--- src/rtl/me_pkg.sv ---
// Purpose: shared sizes, FSM states and candidate payload for the motion-estimator control.
//   BLK   : block edge = PE count = offsets per axis
//   LAST  : final counter value of a search
//   cand_t: candidate {k, v} handed to the min-tracker
package me_pkg;

  localparam int unsigned BLK  = 16;
  localparam int unsigned BSQ  = BLK * BLK;
  localparam int unsigned LAST = BLK * BSQ + BLK - 1;

  localparam int unsigned DW = 8;                  // distortion width
  localparam int unsigned KW = $clog2(BLK);        // offset / column-in-block width
  localparam int unsigned RW = $clog2(BSQ);        // reference address width
  localparam int unsigned TW = $clog2(LAST + 1);   // sequencer counter width
  localparam int unsigned FW = KW + 1;             // search row/col field width
  localparam int unsigned SW = 2 * FW;             // search address width

  typedef enum logic [1:0] {
    IDLE = 2'd0,
    RUN  = 2'd1,
    DONE = 2'd2
  } state_e;

  typedef struct packed {
    logic [KW-1:0] k;
    logic [KW-1:0] v;
  } cand_t;

  // Search row for counter row n: n/BLK + n mod BLK.
  function automatic logic [FW-1:0] diag_row(input logic [TW-KW-1:0] n);
    return FW'(n[TW-KW-1:KW]) + FW'(n[KW-1:0]);
  endfunction

endpackage

--- src/rtl/me_compare.sv ---
// Purpose: selects the capturing PE's distortion and tracks the running minimum.
//   i_cap_valid : a PE has a finished SAD this cycle
//   i_first     : first capture of the search, load unconditionally
//   i_cand      : candidate offsets {k, v}
//   i_acc       : all PE accumulators, PE k on [DW*k +: DW]
//   o_best_dist / o_motion_x / o_motion_y : registered best match
module me_compare
  import me_pkg::*;
(
  input  logic              i_clk,
  input  logic              i_rst_n,
  input  logic              i_cap_valid,
  input  logic              i_first,
  input  cand_t             i_cand,
  input  logic [DW*BLK-1:0] i_acc,
  output logic [DW-1:0]     o_best_dist,
  output logic [KW-1:0]     o_motion_x,
  output logic [KW-1:0]     o_motion_y
);

  logic [DW-1:0] r_best;
  logic [KW-1:0] r_mx;
  logic [KW-1:0] r_my;
  logic [DW-1:0] w_slice;
  logic          w_load;

  // Slice mux for the capturing PE.
  always_comb begin
    w_slice = '0;
    for (int k = 0; k < BLK; k++) begin
      if (i_cand.k == KW'(k)) w_slice = i_acc[DW*k +: DW];
    end
  end

  // Strict less-than: ties keep the earlier capture.
  assign w_load = i_cap_valid && (i_first || (w_slice < r_best));

  always_ff @(posedge i_clk or negedge i_rst_n) begin
    if (!i_rst_n) begin
      r_best <= '1;
      r_mx   <= '0;
      r_my   <= '0;
    end else if (w_load) begin
      r_best <= w_slice;
      r_mx   <= i_cand.k;
      r_my   <= i_cand.v;
    end
  end

  assign o_best_dist = r_best;
  assign o_motion_x  = r_mx;
  assign o_motion_y  = r_my;

endmodule

--- src/rtl/me_control.sv ---
// Purpose: sequencer for the BLK-PE systolic motion estimator plus best-match reporting.
//   clock, reset_n        : rising-edge clock, async active-low reset
//   start                 : begins a search from IDLE or DONE
//   AddressR              : reference pixel address (row-major)
//   AddressS1 / AddressS2 : search pixel {row, col} for the s1 / s2 buses
//   s1s2mux, newDist      : per-PE bus select and accumulator restart
//   AccIn                 : PE accumulators, PE k on [8k+7:8k]
//   BestDist, motionX, motionY, done : search result
module me_control
  import me_pkg::*;
(
  input  logic              clock,
  input  logic              reset_n,
  input  logic              start,
  output logic [RW-1:0]     AddressR,
  output logic [SW-1:0]     AddressS1,
  output logic [SW-1:0]     AddressS2,
  output logic [BLK-1:0]    s1s2mux,
  output logic [BLK-1:0]    newDist,
  input  logic [DW*BLK-1:0] AccIn,
  output logic [DW-1:0]     BestDist,
  output logic [KW-1:0]     motionX,
  output logic [KW-1:0]     motionY,
  output logic              done
);

  state_e           r_state;
  state_e           w_state_nxt;
  logic [TW-1:0]    r_t;
  logic             r_first;
  logic             r_done;
  logic             w_run;
  logic             w_enter;
  logic             w_last;
  logic             w_cap;
  logic [KW-1:0]    w_c;
  logic [RW-1:0]    w_u;
  logic [TW-KW-1:0] w_r;
  logic [TW-RW-1:0] w_vblk;
  cand_t            w_cand;

  assign w_run   = (r_state == RUN);
  assign w_enter = start && (r_state != RUN);
  assign w_last  = (r_t == TW'(LAST));
  assign w_c     = r_t[KW-1:0];
  assign w_u     = r_t[RW-1:0];
  assign w_r     = r_t[TW-1:KW];
  assign w_vblk  = r_t[TW-1:RW];

  // PE u finishes a block when t >= BSQ and t mod BSQ == u.
  assign w_cap  = w_run && (w_vblk != '0) && (w_u[RW-1:KW] == '0);
  assign w_cand = '{k: w_c, v: KW'(w_vblk - (TW-RW)'(1))};

  // State register.
  always_ff @(posedge clock or negedge reset_n) begin
    if (!reset_n) r_state <= IDLE;
    else          r_state <= w_state_nxt;
  end

  // Next-state logic; start during RUN is ignored.
  always_comb begin
    w_state_nxt = r_state;
    case (r_state)
      IDLE:    if (start)  w_state_nxt = RUN;
      RUN:     if (w_last) w_state_nxt = DONE;
      DONE:    if (start)  w_state_nxt = RUN;
      default: w_state_nxt = IDLE;
    endcase
  end

  // Counter, first-capture flag and done flag.
  always_ff @(posedge clock or negedge reset_n) begin
    if (!reset_n) begin
      r_t     <= '0;
      r_first <= 1'b0;
      r_done  <= 1'b0;
    end else if (w_enter) begin
      r_t     <= '0;
      r_first <= 1'b1;
      r_done  <= 1'b0;
    end else if (w_run) begin
      if (!w_last) r_t <= r_t + TW'(1);
      if (w_cap)   r_first <= 1'b0;
      if (w_last)  r_done <= 1'b1;
    end
  end

  // Address and strobe generation; PE k sees s1 once the column has reached k.
  always_comb begin
    AddressR  = '0;
    AddressS1 = '0;
    AddressS2 = '0;
    s1s2mux   = '0;
    newDist   = '0;
    if (w_run) begin
      AddressR  = w_u;
      AddressS1 = {diag_row(w_r), 1'b0, w_c};
      if (w_r != '0) AddressS2 = {diag_row(w_r - (TW-KW)'(1)), 1'b1, w_c};
      for (int k = 0; k < BLK; k++) s1s2mux[k] = (KW'(k) <= w_c);
      if (w_u[RW-1:KW] == '0) newDist[w_c] = 1'b1;
    end
  end

  me_compare u_compare (
    .i_clk       (clock),
    .i_rst_n     (reset_n),
    .i_cap_valid (w_cap),
    .i_first     (r_first),
    .i_cand      (w_cand),
    .i_acc       (AccIn),
    .o_best_dist (BestDist),
    .o_motion_x  (motionX),
    .o_motion_y  (motionY)
  );

  assign done = r_done;

endmodule

--- config.mk ---
export PLATFORM = sky130hd
export DESIGN_NAME = me_control
export DESIGN_NICKNAME = d
export VERILOG_FILES = /design/src/rtl/me_pkg.sv /design/src/rtl/me_compare.sv /design/src/rtl/me_control.sv
export SDC_FILE = /design/constraint.sdc
export NUM_CORES = 1
export LEC_CHECK = 0
export ABC_AREA = 0
export CORE_MARGIN = 10
export CORE_UTILIZATION = 42
export CTS_CLUSTER_DIAMETER = 30
export CTS_CLUSTER_SIZE = 25
export DETAILED_ROUTE_END_ITERATION = 8
export PLACE_DENSITY = 0.82
export SYNTH_ARGS = -nofsm -noshare
export SYNTH_HDL_FRONTEND = slang
export SYNTH_SLANG_ARGS = --single-unit
--- constraint.sdc ---
create_clock -name clock -period 4.7 [get_ports clock]
set_clock_uncertainty 0.1 [all_clocks]
set_input_delay 1.41 -clock clock [delete_from_list [all_inputs] [get_ports clock]]
set_output_delay 1.41 -clock clock [all_outputs]
set_load 0.03 [all_outputs]
After elaboration in Yosys (flattened, before gate mapping)
Cells that the tools add are included.
{"block": "classes", "shifts": 0, "addsub": 5, "eq_ne": 22, "reduce_logical": 19, "multipliers": 0, "n_lt_le_gt_ge": 19, "mux": 37, "n_bitwise": 0, "n_div": 0}
{"operator": "$mux W8", "count": 17}
{"operator": "$mux W16", "count": 3}
{"operator": "$mux W13", "count": 3}
{"operator": "$eq A4 B4 Y1 const B", "count": 8}
{"operator": "$le A4 B4 Y1 const A", "count": 8}
{"operator": "$mux W10", "count": 3}
{"operator": "$eq A4 B3 Y1 const B", "count": 4}
{"operator": "$le A3 B4 Y1 const A", "count": 4}
{"operator": "$add A13 B1 Y13 const B", "count": 1}
{"operator": "$eq A13 B13 Y1 const B", "count": 1}
{"operator": "$add A5 B4 Y5", "count": 2}
{"operator": "$reduce_bool A9 Y1", "count": 1}
{"operator": "$sub A9 B1 Y9 const B", "count": 1}
{"operator": "$eq A4 B2 Y1 const B", "count": 2}
{"operator": "$le A1 B4 Y1 const A", "count": 2}
{"operator": "$le A2 B4 Y1 const A", "count": 2}
{"operator": "$logic_not A4 Y1", "count": 2}
{"operator": "$lt A8 B8 Y1", "count": 1}
{"operator": "$reduce_and A2 Y1", "count": 4}
{"operator": "$mux W1", "count": 7}
{"operator": "$ne A2 B1 Y1 const B", "count": 3}
{"operator": "$reduce_bool A2 Y1", "count": 3}
{"operator": "$logic_and A1 B1 Y1", "count": 5}
{"operator": "$lt A4 B5 Y1 const B", "count": 1}
{"operator": "13 further kinds", "count": 14}
{"block": "word_totals", "wordCells": 109, "inputBits": 131, "latch_bits": 0, "romBits": 0, "n_memories": 0, "regBits": 33, "mem_bits_rw": 0}

Longest topological paths before layout
{"block": "depth", "word_depth": 20, "ltp_mapped": 19}

Cells and area by module
From an unflattened synthesis, not the netlist that was laid out.
{"block": "unflattened", "hier_cells": 490, "area_unflattened_um2": 4206.5}
{"mod": "me_compare", "n_inst": 1, "area_each_um2": 2308.5, "cells_per_inst": 242}
{"mod": "me_control", "n_inst": 1, "area_each_um2": 1898.1, "cells_per_inst": 248}

Worst setup path after synthesis
OpenSTA, ideal clock, no wires.
{"block": "synth_timing", "kind": "in2reg", "from": "input port AccIn[46]", "to": "register u_compare.r_mx[0], in the netlist u_compare.o_motion_x[0]", "setup_time_ns": 0.125, "setup_slack_ns": 0.382, "t_arrival_ns": 4.092, "path_buffers": 1, "stages": 13, "required_ns": 4.475, "cell_sequence": "or3b_2 a21oi_1 a21o_1 o221a_2 a21oi_1 ha_1 nand4_1 nor2_1 a211o_1 a211o_1 a211oi_4 buf_12 mux2_4"}
{"block": "synth_between", "elab_chain_cells": 14}
{"element": "start: declaration", "line_no": "me_control.sv:20", "rtl": "input logic [DW*BLK-1:0] AccIn,"}
{"element": "$mux W8 (11 in a row)", "line_no": "me_compare.sv:31", "rtl": "if (i_cand.k == KW'(k)) w_slice = i_acc[DW*k +: DW];"}
{"element": "net u_compare.w_slice[6]", "line_no": "me_compare.sv:24", "rtl": "logic [DW-1:0] w_slice;"}
{"element": "$lt A8 B8 Y1", "line_no": "me_compare.sv:36", "rtl": "assign w_load = i_cap_valid && (i_first || (w_slice < r_best));"}
{"element": "$logic_or A1 B1 Y1", "line_no": "me_compare.sv:36"}
{"element": "$logic_and A1 B1 Y1", "line_no": "me_compare.sv:36"}
{"element": "end signal: assignment", "line_no": "me_compare.sv:45", "rtl": "r_mx <= i_cand.k;"}
{"element": "end: declaration", "line_no": "me_compare.sv:22", "rtl": "logic [KW-1:0] r_mx;"}
The timed path passes the listed nets, and every way through them passes these cells.
A chain may end at the register's enable or synchronous reset.

Final worst setup path
{"block": "layout_timing", "from": "input port AccIn[4]", "to": "register u_compare.r_best[5], in the netlist u_compare.o_best_dist[5]"}
{"block": "layout_between", "elab_chain_cells": 19}
{"element": "$mux W8 (16 in a row)", "line_no": "me_compare.sv:31"}
{"element": "net u_compare.w_slice[4]", "line_no": "me_compare.sv:24"}
{"element": "$lt A8 B8 Y1", "line_no": "me_compare.sv:36"}
{"element": "$logic_or A1 B1 Y1", "line_no": "me_compare.sv:36"}
{"element": "$logic_and A1 B1 Y1", "line_no": "me_compare.sv:36"}
{"element": "end signal: assignment", "line_no": "me_compare.sv:44", "rtl": "r_best <= w_slice;"}
{"element": "end: declaration", "line_no": "me_compare.sv:21", "rtl": "logic [DW-1:0] r_best;"}
The timed path passes the listed nets, and every way through them passes these cells.

==> results.sh <==
export IMPL_fillCellCount=899
export IMPL_yosysSeqAreaShare=0.191
export IMPL_ys_types=71
export IMPL_hold_viol_final=0
export IMPL_hpwl_um=17700
export IMPL_gr_total_overflow=0
export IMPL_cap_violations=0
export IMPL_synth_main_ff_cell="dfrtp_1"
export IMPL_setup_viol=0
export IMPL_drtIter0Drc=618
export IMPL_multi_input_comb_area_um2=3210
export IMPL_wirelength_um=22300
export IMPL_report_final_slew_viol_count=0
export IMPL_final_util=0.667
export IMPL_fmax_mhz=217
export IMPL_synth_top_area_share=0.143
export IMPL_die_h_um=122
export IMPL_r2r_cells=15
export IMPL_gp_congestion=0.934
export IMPL_grt_max_degree=34
export IMPL_p_leak_uw=0.00280
export IMPL_clock_latency_ns=0.29
export IMPL_synth_area_leaders="dfrtp_1, ha_1, a21oi_1"
export IMPL_portBuffers=206
export IMPL_crit_fanout=15
export IMPL_nNetsFinal=947
export IMPL_period_needed_ns=4.60
export IMPL_setup_slack_ns=0.0969
export IMPL_wl_per_cell_um=24.1
export IMPL_hp_start="u_compare.o_motion_x[2]$_DFFE_PN0P_"
export IMPL_worstMarginPinSlew_ns=0.811
export IMPL_syn_inst=590
export IMPL_status="complete, no violations"
export IMPL_async_flop_share=1.00
export IMPL_htreeDepth=2
export IMPL_vias_per_cell=6.03
export IMPL_grt_pass1_wl_um=33200
export IMPL_gr_usage_all_layers=0.280
export IMPL_vias=5582
export IMPL_hold_class="reg -> reg"
export IMPL_holdWs_ns=0.419
export IMPL_drive_above_1_share=0.143
export IMPL_tritoncts="done"
export IMPL_start_util=0.428
export IMPL_design_core_area_um2=10200
export IMPL_grt_pass1_vias=5427
export IMPL_synth_edf_count=0
export IMPL_ctsHoldBuffers=0
export IMPL_syn_area_um2=4380
export IMPL_clock_root_buffer="clkbuf_8"
export IMPL_antenna_found_initial=0
export IMPL_yosysTopAreaCell="dfrtp_1"
export IMPL_seq_area_um2=836
export IMPL_max_slew_margin=0.458
export IMPL_post_cts_buffers=0
export IMPL_crit_arrival_ns=4.72
export IMPL_clkSinkCount=33
export IMPL_start_kind="input port"
export IMPL_ios=208
export IMPL_p_per_area_nw_per_um2=109
export IMPL_ant_nets=0
export IMPL_clk_pin_slew_ns=0.07
export IMPL_chipWidth_um=122
export IMPL_num_antenna_cells=0
export IMPL_syn_num_nets=748
export IMPL_critPathCaptureType="flip-flop"
export IMPL_worst_setup_path_type="in -> reg"
export IMPL_reg2reg_slack_ns=0.28
export IMPL_place_ws_ns=-0.317
export IMPL_synth_warnings=0
export IMPL_cts_buffers=5
export IMPL_cp_data_required_time_ns=4.82
export IMPL_area_delta_synth_final_pct=56.0
export IMPL_layout_worst_path_cycle_share=0.979
export IMPL_holdPathStages=1
export IMPL_timing_rr_start="r_t[0]$_DFFE_PN0P_"
export IMPL_timing_rr_end="u_compare.o_best_dist[5]$_DFFE_PN1P_"
export IMPL_rows=37
export IMPL_dr_pass1_iters=6
export IMPL_drc_errors=0
export IMPL_ir_drop_uv=226
export IMPL_clock_path_buffers=2
export IMPL_hold_end="u_compare.o_motion_x[2]$_DFFE_PN0P_"
export IMPL_avgSynthCellArea_um2=7.42
export IMPL_ys_ff_latch=33
export IMPL_dieArea_um2=14900
how the worst max path moves through the flow:
stage / from / endpoint / cells after the start / slack, ns
after floorplan: AccIn[46] / u_compare.o_motion_x[0]$_DFFE_PN0P_ / 13 / 0.38
after global placement: AccIn[58] / u_compare.o_motion_x[2]$_DFFE_PN0P_ / 14 / -0.23
after detailed placement: AccIn[58] / u_compare.o_motion_y[3]$_DFFE_PN0P_ / 14 / -0.32
after CTS: AccIn[58] / u_compare.o_motion_y[3]$_DFFE_PN0P_ / 14 / 0.04
after global routing: AccIn[89] / u_compare.o_motion_x[2]$_DFFE_PN0P_ / 14 / -0.001
final: AccIn[4] / u_compare.o_best_dist[5]$_DFFE_PN1P_ / 14 / 0.1
layout by cell type, fill, tap and decap left out, drive strengths merged, types with 13 or more instances in the layout:
cell type / Yosys / layout
nor3: 13 / 13
nor2: 61 / 61
ha: 25 / 25
nand3: 23 / 23
clkdlybuf4s50: 0 / 189
inv: 27 / 27
dfrtp: 25 / 25
buf: 24 / 55
a21oi: 48 / 48
mux2: 18 / 18
nand2b: 13 / 13
o21ai: 44 / 44
nor2b: 13 / 13
nand2: 47 / 47
power breakdown:
part	switching [uW]	internal [uW]	leakage [uW]	total [uW]
clock network	113	173	0.0000585	286
registers	0.799	286	0.000401	287
logic	53.2	117	0.00234	170
total	167	575	0.00280	742
through the flow:
step           cell area [um^2]  total power [uW]  setup TNS (ns)  std cells
6_report                   6820               742               0        926
5_1_grt                    6820               760        -0.00168        926
4_1_cts                    6790               737               0        926
3_5_place_dp               6670               456           -4.38        918
3_3_place_gp               6670               456           -3.12        918
2_1_floorplan              4380               322               0        590
state kept, by name (all words and copies together) (netlist names):
signal                 count
r_first                    1
done                       1
r_state                    2
u_compare.o_best_dist      8
r_t                       13
u_compare.o_motion_x       4
u_compare.o_motion_y       4
final cells by class:
| type | instances | area share |
|---|---|---|
| clock buffers | 7 | 0.0127 |
| clock inverters | 1 | 0.00440 |
| flip-flops and latches | 33 | 0.122 |
| well taps | 136 | 0.0249 |
| multi-input cells | 476 | 0.470 |
| inverters | 28 | 0.0154 |
| repair buffers | 245 | 0.350 |
what timing repair did:
action / in CTS / in global routing
hold endpoints to repair: 0 / 0
pin swaps: 1 / 3
resized for setup: 3 / 6
setup endpoints to repair: 15 / 17
synthesized netlist by cell type, drive strengths merged (7+ instances only):
master / count
nor2: 61
dfstp: 8
ha: 25
xor2: 8
a211oi: 8
and2: 9
nand2: 47
buf: 24
a22oi: 8
nor2b: 13
nand2b: 13
o21ai: 44
clkbuf: 29
mux2: 18
nand4: 9
nand3: 23
a21o: 9
xnor2: 7
and3: 8
inv: 27
nor3: 13
a21oi: 48
dfrtp: 25
cells by family (layout without fill, tap and decap cells):
| logic type | count (synthesis) | in the layout | synth area share |
|---|---|---|---|
| simple gates | 221 | 221 | 0.259 |
| compound gates | 190 | 190 | 0.289 |
| buf+inv | 81 | 281 | 0.0855 |
| flops | 33 | 33 | 0.191 |
| fa+ha+maj | 27 | 27 | 0.0806 |
| mux | 22 | 22 | 0.0641 |
| xor+xnor | 15 | 15 | 0.0300 |
| other cells | 1 | 1 | 0.000857 |
worst max-delay path, cell delays in order:
cell and delay (ns):
clkdlybuf4s50_1 0.47, nor4b_1 0.31, o221ai_1 0.17, and3_1 0.19
o21ai_0 0.28, buf_4 0.18, ha_1 0.22, nand4_1 0.09
nor2_1 0.07, a211o_1 0.32, a211o_1 0.27, a211oi_4 0.20
buf_12 0.20, mux2_2 0.35
per-layer routing:
layer  GRT usage  share of wire
met1       0.350           0.39
met2       0.474           0.48
met3      0.0689           0.11
met4      0.0663          0.019
met5           0              0
No activity file was read; power rests on OpenSTA's default activity.
